--- config.mk ---
export PLATFORM = sky130hd
export DESIGN_NAME = axi_traffic_master
export DESIGN_NICKNAME = d
export VERILOG_FILES = /design/src/rtl/axi_traffic_master.sv
export SDC_FILE = /design/constraint.sdc
export NUM_CORES = 1
export LEC_CHECK = 0
export ABC_AREA = 1
export BUFFER_PORTS_ARGS = -buffer_cell sky130_fd_sc_hd__buf_2
export CAP_MARGIN = 20
export CORE_MARGIN = 2
export CORE_UTILIZATION = 45
export CTS_CLUSTER_SIZE = 10
export DETAILED_ROUTE_END_ITERATION = 12
export PLACE_DENSITY = 0.85
export SLEW_MARGIN = 20
export SYNTH_ARGS = -nofsm -noshare
export SYNTH_HDL_FRONTEND = slang
export SYNTH_SLANG_ARGS = --single-unit
--- constraint.sdc ---
create_clock -name clk_in -period 8.55 [get_ports clk_in]
set_input_delay 1.71 -clock clk_in [delete_from_list [all_inputs] [get_ports clk_in]]
set_output_delay 1.71 -clock clk_in [all_outputs]
set_load 0.02 [all_outputs]
--- src/rtl/axi_traffic_master.sv ---
// AXI4 traffic initiator: one INCR write burst of seed+k data per write command,
// or one INCR read burst whose returned data is checked against the same pattern.

package axis_pkg;
    localparam int AXIS_ID_W_WIDTH = 4;
    localparam int AXIS_ID_R_WIDTH = 4;
    localparam int AXIS_ADDR_WIDTH = 16;
    localparam int AXIS_DATA_WIDTH = 32;
    localparam int AXIS_BYTE_WIDTH = 8;
    localparam int AXIS_STRB_WIDTH = AXIS_DATA_WIDTH / AXIS_BYTE_WIDTH;

    typedef struct packed {
        logic [AXIS_ID_W_WIDTH-1:0] aw_id;
        logic [AXIS_ADDR_WIDTH-1:0] aw_addr;
        logic [7:0]                 aw_len;
        logic [2:0]                 aw_size;
        logic [1:0]                 aw_burst;
        logic                       aw_valid;
        logic [AXIS_DATA_WIDTH-1:0] w_data;
        logic [AXIS_STRB_WIDTH-1:0] w_strb;
        logic                       w_last;
        logic                       w_valid;
        logic                       b_ready;
        logic [AXIS_ID_R_WIDTH-1:0] ar_id;
        logic [AXIS_ADDR_WIDTH-1:0] ar_addr;
        logic [7:0]                 ar_len;
        logic [2:0]                 ar_size;
        logic [1:0]                 ar_burst;
        logic                       ar_valid;
        logic                       r_ready;
    } axis_mosi_t;

    typedef struct packed {
        logic                       aw_ready;
        logic                       w_ready;
        logic [AXIS_ID_W_WIDTH-1:0] b_id;
        logic [1:0]                 b_resp;
        logic                       b_valid;
        logic                       ar_ready;
        logic [AXIS_ID_R_WIDTH-1:0] r_id;
        logic [AXIS_DATA_WIDTH-1:0] r_data;
        logic [1:0]                 r_resp;
        logic                       r_last;
        logic                       r_valid;
    } axis_miso_t;
endpackage

module axi_traffic_master
    import axis_pkg::*;
#(
    parameter int ID_W_WIDTH = 4,
    parameter int ID_R_WIDTH = 4,
    parameter int ADDR_WIDTH = 16,
    parameter int DATA_WIDTH = 32,
    parameter int BYTE_WIDTH = 8
) (
    input  logic                  clk_in,
    input  logic                  rst_in,
    input  logic                  cmd_valid_i,
    output logic                  cmd_ready_o,
    input  logic                  cmd_write_i,
    input  logic [ADDR_WIDTH-1:0] cmd_addr_i,
    input  logic [7:0]            cmd_len_i,
    input  logic [((ID_W_WIDTH > ID_R_WIDTH) ? ID_W_WIDTH : ID_R_WIDTH)-1:0] cmd_id_i,
    input  logic [DATA_WIDTH-1:0] cmd_seed_i,
    output axis_mosi_t            out_mosi_o,
    input  axis_miso_t            out_miso_i,
    output logic                  done_o,
    output logic [1:0]            resp_o,
    output logic [15:0]           err_cnt_o,
    output logic                  proto_err_o
);
    localparam int ID_WIDTH   = (ID_W_WIDTH > ID_R_WIDTH) ? ID_W_WIDTH : ID_R_WIDTH;
    localparam int STRB_WIDTH = DATA_WIDTH / BYTE_WIDTH;
    localparam logic [2:0] AXSIZE     = 3'($clog2(DATA_WIDTH / 8));
    localparam logic [1:0] BURST_INCR = 2'b01;

    localparam logic [2:0] ST_IDLE = 3'd0;
    localparam logic [2:0] ST_AW   = 3'd1;
    localparam logic [2:0] ST_W    = 3'd2;
    localparam logic [2:0] ST_B    = 3'd3;
    localparam logic [2:0] ST_AR   = 3'd4;
    localparam logic [2:0] ST_R    = 3'd5;
    localparam logic [2:0] ST_DONE = 3'd6;

    logic [2:0]            state_q, state_d;
    logic [ADDR_WIDTH-1:0] addr_q, addr_d;
    logic [7:0]            len_q, len_d;
    logic [ID_WIDTH-1:0]   id_q, id_d;
    // Pattern value of the current beat (seed + k); wraps naturally mod 2^DATA_WIDTH.
    logic [DATA_WIDTH-1:0] data_q, data_d;
    // Bit 8 saturates so overrun beats never alias back onto len.
    logic [8:0]            beat_q, beat_d;
    logic [1:0]            resp_q, resp_d;
    logic [15:0]           err_cnt_q, err_cnt_d;
    logic                  proto_err_q, proto_err_d;

    logic                  beat_is_last;
    logic [8:0]            beat_inc;
    logic [DATA_WIDTH-1:0] data_inc;

    assign beat_is_last = (beat_q == {1'b0, len_q});
    assign beat_inc     = beat_q[8] ? beat_q : beat_q + 9'd1;
    assign data_inc     = data_q + {{(DATA_WIDTH-1){1'b0}}, 1'b1};

    always_comb begin
        state_d     = state_q;
        addr_d      = addr_q;
        len_d       = len_q;
        id_d        = id_q;
        data_d      = data_q;
        beat_d      = beat_q;
        resp_d      = resp_q;
        err_cnt_d   = err_cnt_q;
        proto_err_d = proto_err_q;
        case (state_q)
            ST_IDLE: begin
                if (cmd_valid_i) begin
                    addr_d      = cmd_addr_i;
                    len_d       = cmd_len_i;
                    id_d        = cmd_id_i;
                    data_d      = cmd_seed_i;
                    beat_d      = 9'd0;
                    resp_d      = 2'b00;
                    err_cnt_d   = 16'd0;
                    proto_err_d = 1'b0;
                    state_d     = cmd_write_i ? ST_AW : ST_AR;
                end
            end
            ST_AW: begin
                if (out_miso_i.aw_ready) state_d = ST_W;
            end
            ST_W: begin
                if (out_miso_i.w_ready) begin
                    data_d = data_inc;
                    beat_d = beat_inc;
                    if (beat_is_last) state_d = ST_B;
                end
            end
            ST_B: begin
                if (out_miso_i.b_valid) begin
                    resp_d = out_miso_i.b_resp;
                    if (out_miso_i.b_id != id_q[ID_W_WIDTH-1:0]) proto_err_d = 1'b1;
                    state_d = ST_DONE;
                end
            end
            ST_AR: begin
                if (out_miso_i.ar_ready) state_d = ST_R;
            end
            ST_R: begin
                if (out_miso_i.r_valid) begin
                    if ((out_miso_i.r_data != data_q) && (err_cnt_q != 16'hFFFF))
                        err_cnt_d = err_cnt_q + 16'd1;
                    if (out_miso_i.r_resp > resp_q) resp_d = out_miso_i.r_resp;
                    if ((out_miso_i.r_id != id_q[ID_R_WIDTH-1:0]) ||
                        (out_miso_i.r_last != beat_is_last))
                        proto_err_d = 1'b1;
                    data_d = data_inc;
                    beat_d = beat_inc;
                    // An early RLAST still terminates the burst; it is only flagged.
                    if (out_miso_i.r_last) state_d = ST_DONE;
                end
            end
            ST_DONE: state_d = ST_IDLE;
            default: state_d = ST_IDLE;
        endcase
    end

    always_ff @(posedge clk_in or posedge rst_in) begin
        if (rst_in) begin
            state_q     <= ST_IDLE;
            addr_q      <= '0;
            len_q       <= '0;
            id_q        <= '0;
            data_q      <= '0;
            beat_q      <= '0;
            resp_q      <= '0;
            err_cnt_q   <= '0;
            proto_err_q <= 1'b0;
        end else begin
            state_q     <= state_d;
            addr_q      <= addr_d;
            len_q       <= len_d;
            id_q        <= id_d;
            data_q      <= data_d;
            beat_q      <= beat_d;
            resp_q      <= resp_d;
            err_cnt_q   <= err_cnt_d;
            proto_err_q <= proto_err_d;
        end
    end

    // Handshake outputs decode the state register only, so an async reset drops them at once.
    always_comb begin
        out_mosi_o          = '0;
        out_mosi_o.aw_id    = id_q[ID_W_WIDTH-1:0];
        out_mosi_o.aw_addr  = addr_q;
        out_mosi_o.aw_len   = len_q;
        out_mosi_o.aw_size  = AXSIZE;
        out_mosi_o.aw_burst = BURST_INCR;
        out_mosi_o.aw_valid = (state_q == ST_AW);
        out_mosi_o.w_data   = data_q;
        out_mosi_o.w_strb   = {STRB_WIDTH{1'b1}};
        out_mosi_o.w_last   = beat_is_last;
        out_mosi_o.w_valid  = (state_q == ST_W);
        out_mosi_o.b_ready  = (state_q == ST_B);
        out_mosi_o.ar_id    = id_q[ID_R_WIDTH-1:0];
        out_mosi_o.ar_addr  = addr_q;
        out_mosi_o.ar_len   = len_q;
        out_mosi_o.ar_size  = AXSIZE;
        out_mosi_o.ar_burst = BURST_INCR;
        out_mosi_o.ar_valid = (state_q == ST_AR);
        out_mosi_o.r_ready  = (state_q == ST_R);
    end

    assign cmd_ready_o = (state_q == ST_IDLE) && !rst_in;
    assign done_o      = (state_q == ST_DONE);
    assign resp_o      = resp_q;
    assign err_cnt_o   = err_cnt_q;
    assign proto_err_o = proto_err_q;

endmodule
==> summary.txt <==
Outcome
  • Outcome: finished clean

STA
  • Final Skew: 0.00839 ns
  • Final slew viol count: 0
  • Fin crit share: 45.8%
  • Post-route setup TNS: 0 ns
  • RSZ-0062 raised after global routing: false
  • Worst Hold Slack: 0.467 ns
  • Fin. Hold Viols: 0
  • Worst Tran Pin Value: between 0.8 and 0.9 ns
  • Worst slew margin: 40.8%
  • Setup violations, final: 0
  • Min cycle time layout: 3.91 ns
  • Fmax achieved: 256 MHz

Finish
  • Layout fillers: 1387
  • Area delta synth->final: 19.1%
  • ANT cells: 0
  • Share of layout cells above drive strength 1: 23.5%
  • Area of the multi-input gates: 0.00347 sq mm
  • Layout Nets: ~1.3k
  • Sequential cell area: between 0.002 and 0.0025 sq mm

Detailed routing
  • Drt drc: 0
  • Final wirelength: 19.2 mm
  • Routed vias: 7027
  • Drt wl/cell: 13.9 microns
  • DR pass1 iterations: 4
  • Final ANT Viol Nets: 0
  • DR iter-0 viols: ~470
  • Vias per Instance: 5.08

Pwr
  • Clock power frac: ~14%
  • Total power: 2.88 mW
  • Internal: 1.33 mW
  • Sw Ratio: 53.7%
  • Net Sw Power: between 1.5 and 2 mW
  • Combinational share of power: 56.8%
  • Static leakage: 4.35 nW
  • Power Dens Cells: 366 mW/mm^2
  • Peak supply drop: 263 uV
  • Register share of total power: 28.8%

Floorplanning
  • Die width: 125 microns
  • FP Rows: 44
  • Io pins: approximately 240
  • Die H: 125 microns
  • Initial core utilization: a little under half
  • Core area: approximately 0.014 sq mm
  • Die area: around 0.016 sq mm

Worst setup path
  • CP max-delay cell: buf_2
  • FF-to-FF Start: state_q[2]
  • Crit path buf inv count: 2
  • Crit path cell chain: buf_2, nor2_1, buf_2
  • Crit-path max cell delay: 0.19 ns
  • CP endpoint kind: output pin
  • R2R cell count: 9
  • Critical Path Most Common Cell: buf_2
  • Req. time, crit path: 6.84 ns
  • End of the worst register-to-register path: data_q[4]
  • Max FO, Critical Path: 2
  • WS Path Type: in2out
  • Critical path arrival: 2.20 ns
  • CP startpoint kind: primary input
  • Worst R2R Setup Slack: approximately 6.0 ns
  • Largest delay share family, worst path: buffers and inverters

Clocking
  • Reg clk slew, reported paths: ~0.070 ns
  • CTS H-tree lvls: 3
  • Clock buffer depth: 2
  • CTS tree: done
  • Clk root buf: clkbuf_16
  • Inserted Clock Buffers: 9
  • CTS resizes: 0
  • Post-CTS Setup Bufs: 0
  • CTS Hold Bufs: 0
  • Clock Latency Late Sink: ~0.36 ns
  • Clk sink count: 91

Global route
  • Vias in the first global route: 6487
  • Initial antenna violation count: 0
  • Global-route wire length before repair: around 31 mm
  • Total gr overflow: 0
  • Largest net degree at the start of global routing: 52
  • GR Util All Layers: around 24%

Yosys
  • Seq cells post-synth: slightly above 90
  • Cells after synthesis: between 1k and 1.5k
  • Yosys cell types: 39
  • Syn. warnings: 0
  • Mean Syn Cell Area: roughly 6.6 sq um
  • Sequential-to-total area share from yosys stat: around a third
  • Synth Cell Area: 0.00661 sq mm

Placed design
  • Port bufs: 228
  • RD Place Congestion: 0.959
  • Post-DP HPWL: 14.4 mm

Worst hold path
  • Hold path startpoint: proto_err_o
  • Hold Path End: proto_err_o
  • Min-Delay Path Class: reg2reg
  • Hold Path Stages: 2

Job
  • Max-cap violations: 0
[layer usage]
metal  vias to the layer above  wire length [microns]  track usage [%]
met5                         -                      0                0
met4                         0                    763             12.4
met3                        52                   1440             4.19
met2                       326                   9290             41.8
met1                      3177                   7740             29.7
li1                       3472                      -                -
[flip-flops by register name, summed over array words and instances, names as in the netlist]
signal       count
state_q          3
proto_err_o      1
err_cnt_o       16
resp_o           2
beat_q           9
data_q          32
addr_q          16
len_q            8
id_q             4
[cells in the mapped netlist (all sizes together)]
| cell type | number | area, sq um |
|---|---|---|
| clkbuf | 6 | 23.8 |
| nand3b | 1 | 7.51 |
| ha | 5 | 62.6 |
| nand4 | 10 | 62.6 |
| nor2 | 117 | 483 |
| a31oi | 2 | 12.5 |
| nor3b | 2 | 15.0 |
| a22o | 1 | 8.76 |
| nand3 | 72 | 365 |
| nor3 | 27 | 146 |
| o22ai | 5 | 31.3 |
| buf | 64 | 458 |
| a21oi | 15 | 75.1 |
| a21o | 1 | 7.51 |
| o21ai | 55 | 279 |
| conb | 2 | 7.51 |
| xnor2 | 22 | 193 |
| xor2 | 20 | 175 |
| inv | 115 | 432 |
| or2 | 3 | 18.8 |
| and3 | 1 | 6.26 |
| nand2 | 361 | 1390 |
| o211ai | 2 | 15.0 |
| a22oi | 8 | 60.1 |
| dfrtp | 91 | 2280 |
[metrics by stage]
step / area, sq um / std cells / utilization (%) / setup slack [ns]
finish: 7880 / 1382 / 54.6 / 4.64
global route: 7880 / 1382 / 54.6 / 4.62
CTS: 7880 / 1382 / 54.6 / 4.62
detailed placement: 7580 / 1366 / 52.6 / 4.63
global placement: 7580 / 1366 / 52.6 / 4.63
floorplan: 6660 / 1020 / - / 4.48
[power groups by stage]
stage | Sequential, mW | Clock [mW] | Combinational, mW
CTS | 0.827 | 0.420 | 1.64
detailed placement | 0.833 | 0 | 1.64
finish | 0.831 | 0.414 | 1.64
global route | 0.857 | 0.436 | 1.82
global placement | 0.830 | 0 | 1.60
floorplan | 0.948 | 0 | 1.13
[tightest hold or removal path: cells and delay by family (launching register included)]
| kind | cells | cell delay, ns |
|---|---|---|
| DFF | 1 | 0.34 |
| and+or+nand+nor | 2 | 0.09 |
[logic make-up after synthesis]
family	synth area share [%]
xor+xnor	5.56
compound gates	7.40
buf+inv	13.8
fa+ha+maj	0.946
other cells	0.114
flops	34.4
simple gates	37.7
[final cells by class]
class	count	area share (%)
clock buffer	9	2.86
clock inverter	7	0.905
inverter	115	5.50
multi-input combinational	744	44.0
sequential	91	28.9
tap	184	2.92
timing repair buffer	232	14.9
[worst max-delay path by stage]
| stage | startpoint | to | slack, ns | cells after the start |
|---|---|---|---|---|
| finish | rst_in | cmd_ready_o | 4.64 | 3 |
| CTS | rst_in | cmd_ready_o | 4.62 | 3 |
| detailed placement | rst_in | cmd_ready_o | 4.63 | 3 |
| global route | rst_in | cmd_ready_o | 4.62 | 3 |
| global placement | rst_in | cmd_ready_o | 4.63 | 3 |
| floorplan | rst_in | addr_q[0] | 4.48 | 1 |
[placed cells by master, fill, tap and decap left out, types with 2 or more instances in the layout]
cell / synthesis / final
nand2_1: 353 / 353
a31oi_1: 2 / 2
dfrtp_1: 91 / 91
nand3_1: 71 / 71
buf_2: 12 / 228
conb_1: 2 / 14
a22oi_1: 8 / 8
nand4_1: 10 / 10
o211ai_1: 2 / 2
inv_1: 107 / 106
nor2_1: 107 / 106
inv_8: 0 / 4
o22ai_1: 5 / 5
inv_2: 8 / 8
o21ai_0: 30 / 30
clkbuf_16: 0 / 9
nand2_4: 3 / 3
xnor2_1: 22 / 22
nor3_1: 26 / 26
nand2_2: 5 / 5
a21oi_1: 15 / 15
inv_6: 0 / 3
o21ai_1: 24 / 24
xor2_1: 20 / 20
ha_1: 5 / 5
buf_4: 48 / 4
nor2_2: 8 / 9
or2_2: 3 / 3
nor3b_1: 2 / 2
No activity file was read; power rests on OpenSTA's default activity.
